File: src/rtl/shadow_dcache_arbiter.sv
// Arbitrates one D-cache request port between the LSU and the shadow-register save engine.
// ShRU has priority; a burst limiter guarantees LSU progress; each transaction stays with one owner.
package shadow_dcache_arbiter_pkg;
    typedef struct packed {
        logic [11:0] address_index;
        logic [43:0] address_tag;
        logic [63:0] data_wdata;
        logic        data_req;
        logic        data_we;
        logic [7:0]  data_be;
        logic [1:0]  data_size;
        logic [3:0]  data_id;
        logic        kill_req;
        logic        tag_valid;
    } dcache_req_t;

    typedef struct packed {
        logic        data_gnt;
        logic        data_rvalid;
        logic [3:0]  data_rid;
        logic [63:0] data_rdata;
    } dcache_rsp_t;
endpackage

module shadow_dcache_arbiter #(
    parameter int unsigned CVA6Cfg        = 0,
    parameter type         dcache_req_i_t = shadow_dcache_arbiter_pkg::dcache_req_t,
    parameter type         dcache_req_o_t = shadow_dcache_arbiter_pkg::dcache_rsp_t,
    parameter int unsigned MAX_SHRU_BURST = 4,
    parameter int unsigned CNT_WIDTH      = $clog2(MAX_SHRU_BURST + 1)
) (
    input  logic          clk_i,
    input  logic          rst_ni,
    input  dcache_req_i_t lsu_req_i,
    output dcache_req_o_t lsu_rsp_o,
    input  dcache_req_i_t shru_req_i,
    output dcache_req_o_t shru_rsp_o,
    output dcache_req_i_t dcache_req_o,
    input  dcache_req_o_t dcache_req_i,
    output logic [1:0]    owner_o,
    output logic          lsu_starved_o
);

    typedef enum logic [2:0] {
        IDLE,
        HOLD_LSU,
        HOLD_SHRU,
        LSU_TAG,
        LSU_RESP
    } state_e;

    state_e               state_q;
    logic [CNT_WIDTH-1:0] cnt_q;

    logic          lsu_win;
    logic          shru_win;
    logic          lsu_gnt;
    logic          shru_gnt;
    logic          read_pending;
    logic [1:0]    owner_sel;
    dcache_req_i_t fwd_req;
    dcache_req_o_t lsu_rsp;
    dcache_req_o_t shru_rsp;

    assign lsu_starved_o = (cnt_q == CNT_WIDTH'(MAX_SHRU_BURST));
    assign read_pending  = (state_q == LSU_TAG) || (state_q == LSU_RESP);

    // Arbitration looks only at requests, state and the burst counter, never at gnt.
    always_comb begin
        lsu_win  = 1'b0;
        shru_win = 1'b0;
        case (state_q)
            IDLE: begin
                shru_win = shru_req_i.data_req && (!lsu_starved_o || !lsu_req_i.data_req);
                lsu_win  = !shru_win && lsu_req_i.data_req;
            end
            HOLD_LSU:  lsu_win  = 1'b1;
            HOLD_SHRU: shru_win = 1'b1;
            default: begin
                lsu_win  = 1'b0;
                shru_win = 1'b0;
            end
        endcase
        lsu_gnt  = lsu_win && lsu_req_i.data_req && dcache_req_i.data_gnt;
        shru_gnt = shru_win && shru_req_i.data_req && dcache_req_i.data_gnt;
    end

    always_comb begin
        fwd_req   = '0;
        owner_sel = 2'd0;
        if (shru_win) begin
            fwd_req   = shru_req_i;
            owner_sel = 2'd2;
        end else if (lsu_win) begin
            fwd_req   = lsu_req_i;
            owner_sel = 2'd1;
        end else if (read_pending) begin
            owner_sel = 2'd1;
        end
        // The tag phase carries only the late tag fields; data_req stays low.
        if (state_q == LSU_TAG) begin
            fwd_req.tag_valid   = lsu_req_i.tag_valid;
            fwd_req.kill_req    = lsu_req_i.kill_req;
            fwd_req.address_tag = lsu_req_i.address_tag;
        end

        lsu_rsp              = '0;
        shru_rsp             = '0;
        lsu_rsp.data_rdata   = dcache_req_i.data_rdata;
        lsu_rsp.data_rid     = dcache_req_i.data_rid;
        shru_rsp.data_rdata  = dcache_req_i.data_rdata;
        shru_rsp.data_rid    = dcache_req_i.data_rid;
        lsu_rsp.data_gnt     = lsu_gnt;
        shru_rsp.data_gnt    = shru_gnt;
        // Only an outstanding LSU read may accept rvalid; stray responses are dropped.
        lsu_rsp.data_rvalid  = read_pending && dcache_req_i.data_rvalid;
        shru_rsp.data_rvalid = 1'b0;

        dcache_req_o = fwd_req;
        lsu_rsp_o    = lsu_rsp;
        shru_rsp_o   = shru_rsp;
        owner_o      = owner_sel;
        if (!rst_ni) begin
            dcache_req_o = '0;
            lsu_rsp_o    = '0;
            shru_rsp_o   = '0;
            owner_o      = 2'd0;
        end
    end

    always_ff @(posedge clk_i or negedge rst_ni) begin
        if (!rst_ni) begin
            state_q <= IDLE;
            cnt_q   <= '0;
        end else begin
            case (state_q)
                IDLE, HOLD_LSU, HOLD_SHRU: begin
                    if (lsu_gnt)
                        state_q <= lsu_req_i.data_we ? IDLE : LSU_TAG;
                    else if (shru_gnt)
                        state_q <= IDLE;
                    else if (lsu_win && lsu_req_i.data_req)
                        state_q <= HOLD_LSU;
                    else if (shru_win && shru_req_i.data_req)
                        state_q <= HOLD_SHRU;
                    else
                        state_q <= IDLE;
                end
                LSU_TAG:  state_q <= dcache_req_i.data_rvalid ? IDLE : LSU_RESP;
                LSU_RESP: if (dcache_req_i.data_rvalid) state_q <= IDLE;
                default:  state_q <= IDLE;
            endcase

            if (!lsu_req_i.data_req || lsu_gnt)
                cnt_q <= '0;
            else if (shru_gnt && !lsu_starved_o)
                cnt_q <= cnt_q + CNT_WIDTH'(1);
        end
    end

    a_hold_lsu_req : assert property (@(posedge clk_i) disable iff (!rst_ni)
        (state_q == HOLD_LSU) |-> lsu_req_i.data_req);
    a_hold_shru_req : assert property (@(posedge clk_i) disable iff (!rst_ni)
        (state_q == HOLD_SHRU) |-> shru_req_i.data_req);

endmodule

File: config.mk
export PLATFORM = sky130hd
export DESIGN_NAME = shadow_dcache_arbiter
export DESIGN_NICKNAME = d
export VERILOG_FILES = /design/src/rtl/shadow_dcache_arbiter.sv
export SDC_FILE = /design/constraint.sdc
export NUM_CORES = 1
export LEC_CHECK = 0
export CORE_AREA = 4 4 242 244
export CTS_CLUSTER_SIZE = 28
export DETAILED_ROUTE_END_ITERATION = 16
export DIE_AREA = 0 0 246 248
export SLEW_MARGIN = 0
export SYNTH_ARGS = -nofsm -noshare
export SYNTH_HDL_FRONTEND = slang
export SYNTH_SLANG_ARGS = --single-unit
export TNS_END_PERCENT = 30
File: constraint.sdc
create_clock -name clk_i -period 3.36 [get_ports clk_i]
set_input_delay 1.008 -clock clk_i [delete_from_list [all_inputs] [get_ports clk_i]]
set_output_delay 1.008 -clock clk_i [all_outputs]
set_load 0.005 [all_outputs]
Yosys cells after proc, flatten, opt, wreduce, memory -nomap -nowiden
Cells that the tools add are included.
{"block": "totals", "ff_bits": 6, "in_bits": 348, "output_inout_bits": 281, "wordCells": 49}
{"block": "classes", "add_sub_neg": 1, "eq_ne": 6, "n_mux": 23, "reduce_logical": 17}
{"operator": "$mux W138", "count": 3}
{"operator": "$mux W70", "count": 2}
{"operator": "$mux W44", "count": 1}
{"operator": "$mux W2", "count": 8}
{"operator": "$mux W3", "count": 4}
{"operator": "$pmux W3 S3", "count": 1}
{"operator": "$logic_and A1 B1 Y1", "count": 8}
{"operator": "$eq A3 B2 Y1 const B", "count": 2}
{"operator": "$eq A3 B3 Y1 const B", "count": 2}
{"operator": "$pmux W1 S2", "count": 2}
{"operator": "$add A3 B1 Y3 const B", "count": 1}
{"operator": "$eq A3 B1 Y1 const B", "count": 1}
{"operator": "$logic_not A1 Y1", "count": 3}
{"operator": "$logic_not A3 Y1", "count": 1}
{"operator": "$logic_or A1 B1 Y1", "count": 3}
{"operator": "$reduce_or A3 Y1", "count": 1}
{"operator": "$mux W1", "count": 2}
{"operator": "$ne A2 B2 Y1 const B", "count": 1}
{"operator": "$reduce_bool A2 Y1", "count": 1}

Depth between registers and ports, before layout
Gate-level depths: netlist of the first run.
{"block": "depth", "word_depth": 12, "ltp_mapped": 8, "depth_no_buf": 7}

Worst setup path after synthesis of the first run
Ideal clock, no wire load.
{"block": "synth_path", "path_type": "in2out", "startpoint": "input lsu_req_i[17] in the netlist's numbering", "endpoint": "output dcache_req_o[100] in the netlist's numbering", "arrival_ps": 2021, "required_time_ps": 2352, "path_slack_ps": 331, "stages": 5, "path_buffers": 2, "cell_sequence": "buf_2 -> a31oi_1 -> nor2_2 -> clkbuf_1 -> a22o_1"}
{"element": "start: declaration", "line": "34", "text": "input dcache_req_i_t lsu_req_i,"}
{"element": "end: declaration", "line": "38", "text": "output dcache_req_i_t dcache_req_o,"}

==> results.sh, run 1 <==
export IMPL_num_rows=87
export IMPL_postCtsHoldBufs=0
export IMPL_via_per_inst=3.17
export IMPL_maxCapViolations=0
export IMPL_drive_gt1_frac=0.269
export IMPL_dp_hpwl_mm=23.5
export IMPL_violations="negative setup slack"
export IMPL_wl_per_cell_um=17.1
export IMPL_drc_errors=0
export IMPL_r2r_cells=8
export IMPL_stdcell_count=1773
export IMPL_portBuffers=627
export IMPL_grt_max_degree=76
export IMPL_synth_fp_nets=723
export IMPL_syn_inst=373
export IMPL_initial_core_util=0.0515
export IMPL_min_path_cells=3
export IMPL_firstDrtPassIters=5
export IMPL_clk_latency_ps=230
export IMPL_cts_buffer_depth=2
export IMPL_drtAntennaViolNets=0
export IMPL_gr_usage_all_layers=0.0850
export IMPL_die_area_um2=61000
export IMPL_finalSetupViolCount=109
export IMPL_grt_overflow=0
export IMPL_cp_arrival_ps=2580
export IMPL_wl_mm=30.4
export IMPL_pre_cts_slack_ps=-1100
export IMPL_power_density_nw_per_um2=171
export IMPL_synth_distinct_cells=32
export IMPL_finalNetCount=1367
export IMPL_crit_path_start_kind="input port"
export IMPL_die_h_um=248
export IMPL_critPathCaptureType="output port"
export IMPL_synthMostInstantiatedCell="a22o_1"
export IMPL_slew_violations=0
export IMPL_p_leak_nw=4.39
export IMPL_htreeDepth=1
export IMPL_yosysSeqAreaShare=0.0518
export IMPL_hold_class="register to register"
export IMPL_place_inst=1691
export IMPL_syn_to_final_growth_pct=260
export IMPL_clock_root_buffer="clkbuf_16"
export IMPL_yosys_top_cells_count="a22o_1 (138), buf_4 (70), and2_1 (68), buf_2 (14), buf_6 (13)"
export IMPL_post_route_min_period_ps=3580
export IMPL_cts_tree="built"
export IMPL_vias=5622
export IMPL_cts_made_buffers=3
export IMPL_avgSynthCellArea_um2=7.77
export IMPL_skew_ps=0.179
export IMPL_ir_drop_uv=103
export IMPL_synthFlopType="dfrtp_1"
export IMPL_worst_setup_path_type="input port to output port"
export IMPL_synth_top_area_frac=0.417
export IMPL_finalCritPeriodShare=1.07
export IMPL_grt_pass1_vias=5994
export IMPL_synth_async_reset_ratio=1.00
export IMPL_io_pins=629
export IMPL_cp_data_required_time_ps=2350
export IMPL_fin_ws_ps=-225
export IMPL_fp_dieW_um=246
export IMPL_path_clk_slew_ps=30
export IMPL_status="finished, violations left"
export IMPL_yosysTopAreaCell="a22o_1"
export IMPL_fmax_mhz=279
export IMPL_grt_pass1_wl_mm=38.7
export IMPL_clkSinkCount=6
export IMPL_synth_edf_count=0
export IMPL_ys_warn_count=0
export IMPL_netlist_area_um2=2900
export IMPL_hold_viol_final=0
export IMPL_setup_tns_ps=-12200
export IMPL_synth_seq_cells=6
export IMPL_drt_iter0_markers=192
export IMPL_crit_fanout=7
export IMPL_antenna_found_initial=5
export IMPL_rsz0062_at_grt="yes"
export IMPL_synth_area_leaders="a22o_1 (42%), buf_4 (18%), and2_1 (15%)"
export IMPL_coreArea_um2=56300
export IMPL_hold_ws_ps=549
export IMPL_place_congestion=0.849
kinds of logic after synthesis:
| logic type | Yosys count | synth area share |
|---|---|---|
| compound gates | 154 | 0.455 |
| flops | 6 | 0.0518 |
| other cells | 1 | 0.00129 |
| fa+ha+maj | 2 | 0.00864 |
| simple gates | 96 | 0.205 |
| buf+inv | 114 | 0.278 |
sequential cells by signal, summed over array words and instances, names as in the netlist:
signal and flops:
cnt_q 3, state_q 3
worst max-delay path, stage by stage:
cell and delay [ps]:
buf_6 70, a21bo_4 220, buf_6 120, a21oi_4 160, nor4_4 70, buf_12 150, buf_6 130, buf_8 130
buf_6 110, a22o_4 270, buf_6 120
layer usage:
metal	up-vias	track usage	share of wire	routed length, um
met5	-	0	0.0011	34
met4	6	0.0295	0.035	1060
met3	44	0.0248	0.11	3290
met2	385	0.163	0.52	15700
met1	2564	0.0881	0.34	10300
li1	2623	-	-	-
cell usage in the layout (no fill, tap or decap), types with 2 or more instances in the layout:
cell type        Yosys  routed
nor2_1               7       6
dlymetal6s2s_1       0       4
o21a_1               2       2
ha_1                 2       2
o22ai_1              2       2
buf_2               14      79
clkbuf_16            0       4
o21ai_0              2       2
and2_1              68      68
buf_4               70      41
buf_16               0       7
dlygate4sd2_1        0       4
diode_2              0       2
clkdlybuf4s15_2      0       4
clkdlybuf4s15_1      0       2
clkbuf_2             0      43
nand2_1              7       7
a22o_4               0       4
nand2b_4             2       2
dfrtp_1              6       6
buf_8                0      11
buf_6               13      49
clkdlybuf4s50_1      0     482
a21oi_1              4       3
inv_1                6       6
nor2b_1              3       3
a22o_1             138     134
buf_12               0      16
nor2_4               0       5
worst paths after layout:
kind	startpoint	to	slack, ps
max in group asynchronous	rst_ni	state_q[2]	2370
setup / recovery	shru_req_i[17]	dcache_req_o[24]	-220
hold / removal	cnt_q[0]	cnt_q[0]	550
min in group asynchronous	rst_ni	cnt_q[0]	780
hold reg to reg	cnt_q[0]	cnt_q[0]	550
setup reg to reg	cnt_q[0]	cnt_q[2]	1590
timing repair:
item / 4_1_cts / 5_1_grt
pin swaps: 52 / 38
resized for setup: 432 / 166
hold endpoints to repair: 0 / 0
setup endpoints to repair: 279 / 277
buffers inserted: 53 / 23
gates cloned: 11 / 1
cell type report:
cell class / instances / area, um^2
antenna: 2 / 5.00
clock buffer: 3 / 75.1
fill: 6284 / 45800
inverter: 6 / 22.5
multi-input combinational: 257 / 2090
sequential: 6 / 150
tap: 756 / 946
timing repair buffer: 743 / 7150
power breakdown:
group	leakage, nW	total [mW]	internal [mW]	switching [mW]
Combinational	4.27	1.51	0.988	0.522
Clock	0.0370	0.196	0.153	0.0432
Sequential	0.0814	0.0783	0.0760	0.00222
metrics by stage:
step | area [um^2] | power [mW] | util
3_3_place_gp | 9720 | 1.45 | 0.173
5_1_grt | 10400 | 1.88 | 0.185
4_1_cts | 10500 | 1.80 | 0.187
3_5_place_dp | 9720 | 1.45 | 0.173
6_report | 10400 | 1.78 | 0.185
2_1_floorplan | 2900 | 0.493 | -
No activity file was read; power rests on OpenSTA's default activity.
==> inputs of run 2 (changes only) <==
Settings changed: CORE_AREA 4 4 242 244 to 4 4 241 243, DIE_AREA 0 0 246 248 to 0 0 245 247, GPL_TIMING_DRIVEN set to 0.
Clock period 3.36 ns to 3 ns, I/O delays scaled along.
==> run 2 against run 1 <==
Against the previous run:
- the flow still finishes with violations (negative setup slack)
- core utilization grew 1.5 points
- clock power grew 12%
- routed wire length grew 11%
- critical endpoint is now dcache_req_o[67]
- die area shrank 0.81%
- hold slack gained 21 ps
- via count grew 6.8%
- first-iteration DRC count shrank 7.8%
- power grew 20%
- final cell count grew 4.3%
- critical path type unchanged
- clock skew grew 1.4 ps
==> results.sh, run 2 (synthesis results as in run 1) <==
export IMPL_critical_path_cell_chain="buf_6 -> a21bo_4 -> a21oi_4 -> nor4_4 -> buf_12 -> buf_8 -> buf_6 -> buf_6 -> a22o_1 -> buf_6"
export IMPL_skew_ps=1.53
export IMPL_slew_violations=0
export IMPL_grt_pass1_wl_mm=44.2
export IMPL_coreArea_um2=56000
export IMPL_cts_tree="built"
export IMPL_critPathCaptureType="output port"
export IMPL_wl_per_cell_um=18.3
export IMPL_status="finished, violations left"
export IMPL_switching_share=0.317
export IMPL_path_buf_inv=6
export IMPL_ir_drop_uv=155
export IMPL_cp_common_cell="buf_6"
export IMPL_postCtsHoldBufs=0
export IMPL_drtAntennaViolNets=0
export IMPL_fin_ws_ps=-299
export IMPL_portBuffers=626
export IMPL_p_sw_mw=0.678
export IMPL_p_leak_nw=5.13
export IMPL_hold_class="register to register"
export IMPL_final_cell_mix="clkdlybuf4s50_1 (429), buf_4 (144), a22o_1 (125)"
export IMPL_cp_data_required_time_ps=2100
export IMPL_cts_made_buffers=3
export IMPL_largest_registers="cnt_q (3), state_q (3)"
export IMPL_die_area_um2=60500
export IMPL_p_int_mw=1.46
export IMPL_hold_viol_final=0
export IMPL_crit_family="buffers and inverters"
export IMPL_worst_setup_path_type="input port to output port"
export IMPL_clock_root_buffer="clkbuf_16"
export IMPL_place_inst=1755
export IMPL_seqPwrFrac=0.044
export IMPL_drive_gt1_frac=0.397
export IMPL_finalPower_mw=2.14
export IMPL_initial_core_util=0.0518
export IMPL_fillers=6266
export IMPL_drt_iter0_markers=177
export IMPL_dp_hpwl_mm=28.0
export IMPL_rsz0062_at_grt="yes"
export IMPL_cp_arrival_ps=2400
export IMPL_finalSetupViolCount=168
export IMPL_die_h_um=247
export IMPL_cts_buffer_depth=2
export IMPL_cp_slowest_stage_delay_ps=250
export IMPL_grt_overflow=0
export IMPL_cp_slowest_cell="a21bo_4"
export IMPL_stdcell_count=1849
export IMPL_htreeDepth=1
export IMPL_firstDrtPassIters=4
export IMPL_gr_usage_all_layers=0.0983
export IMPL_fp_dieW_um=245
export IMPL_clkPwrFrac=0.103
export IMPL_crit_path_start_kind="input port"
export IMPL_vias=6007
export IMPL_violations="negative setup slack"
export IMPL_path_clk_slew_ps=40
export IMPL_drc_errors=0
export IMPL_pre_cts_slack_ps=-2050
export IMPL_wl_mm=33.8
export IMPL_num_rows=87
export IMPL_maxCapViolations=0
export IMPL_clk_latency_ps=230
export IMPL_antenna_found_initial=10
export IMPL_clkSinkCount=6
export IMPL_final_util=0.200
export IMPL_hold_ws_ps=570
export IMPL_layout_commonest_cell="clkdlybuf4s50_1"
export IMPL_grt_pass1_vias=6412
export IMPL_syn_to_final_growth_pct=287
export IMPL_io_pins=629
export IMPL_power_density_nw_per_um2=191
export IMPL_fmax_mhz=303
export IMPL_via_per_inst=3.25
export IMPL_post_route_min_period_ps=3300
export IMPL_place_congestion=0.901
export IMPL_power_frac_comb=0.853
export IMPL_finalNetCount=1439
export IMPL_finalCritPeriodShare=1.10
export IMPL_grt_max_degree=11
export IMPL_crit_fanout=8
==> run 2: changes by cell type in the layout (fill, tap and decap cells not counted), sizes merged <==
cell           delta
buf             +165
clkdlybuf4s50    -53
clkbuf           -36
dlymetal6s2s      +9
clkdlybuf4s15     -5
diode             +4
dlygate4sd2       -4
nor2              -4
clkinvlp          +1
inv               -1
==> run 2: final timing paths <==
kind	slack [ps]	start	endpoint	cells after the start
max	-300	shru_req_i[17]	dcache_req_o[67]	10
min in group asynchronous	610	rst_ni	state_q[2]	2
min reg2reg	570	cnt_q[1]	cnt_q[1]	2
max in group asynchronous	2200	rst_ni	cnt_q[1]	3
min	570	cnt_q[1]	cnt_q[1]	2
max reg2reg	1290	cnt_q[0]	cnt_q[2]	7
==> run 2: metrics by stage <==
stage,TNS (ps),cell area (um^2)
after global placement,-405460,10100
after floorplan,0,2900
after global routing,-37810,11200
final,-25530,11200
after detailed placement,-409120,10100
after CTS,-38580,11100
==> run 2: routing by layer <==
layer | global-route usage | wire length, um
met1 | 0.109 | 12400
met2 | 0.183 | 17500
met3 | 0.0291 | 3100
met4 | 0.0252 | 776
met5 | 0 | 34
==> run 2: repair_timing <==
item	CTS	global route
endpoints found under the hold margin	0	0
resized for setup	722	134
setup buffers	67	20
pin swaps	111	36
setup endpoints to repair	279	230
gates cloned	10	1
==> run 2: final cells by class <==
cell class	instances	area, um^2	share of cell area
sequential	6	150	0.0134
timing repair buffer	716	6800	0.607
inverter	6	26.3	0.00234
antenna	6	15.0	0.00134
tap	756	946	0.0843
multi-input combinational	253	2200	0.196
buffer	103	1000	0.0893
clock buffer	3	75.1	0.00669
==> run 2: power by group through the flow <==
| stage | combinational [mW] | sequential (mW) | clock, mW |
|---|---|---|---|
| final | 1.83 | 0.0934 | 0.220 |
| after global routing | 1.94 | 0.0941 | 0.228 |
| after CTS | 1.83 | 0.0898 | 0.223 |
| after detailed placement | 1.62 | 0.0897 | 0 |
| after global placement | 1.62 | 0.0896 | 0 |
| after floorplan | 0.464 | 0.0887 | 0 |
==> run 2: worst register-to-register path: cells and delay by family, from the launching register on <==
family	cells	cell delay, ps
compound gates	3	600
fa+ha+maj	1	240
simple gates	1	200
flops	1	360
buf+inv	2	210
==> inputs of run 3 (changes only) <==
Settings changed: CAP_MARGIN set to 20.
==> results of run 3 <==
The final DEF is identical to that of run 2; final timing and power are the same.
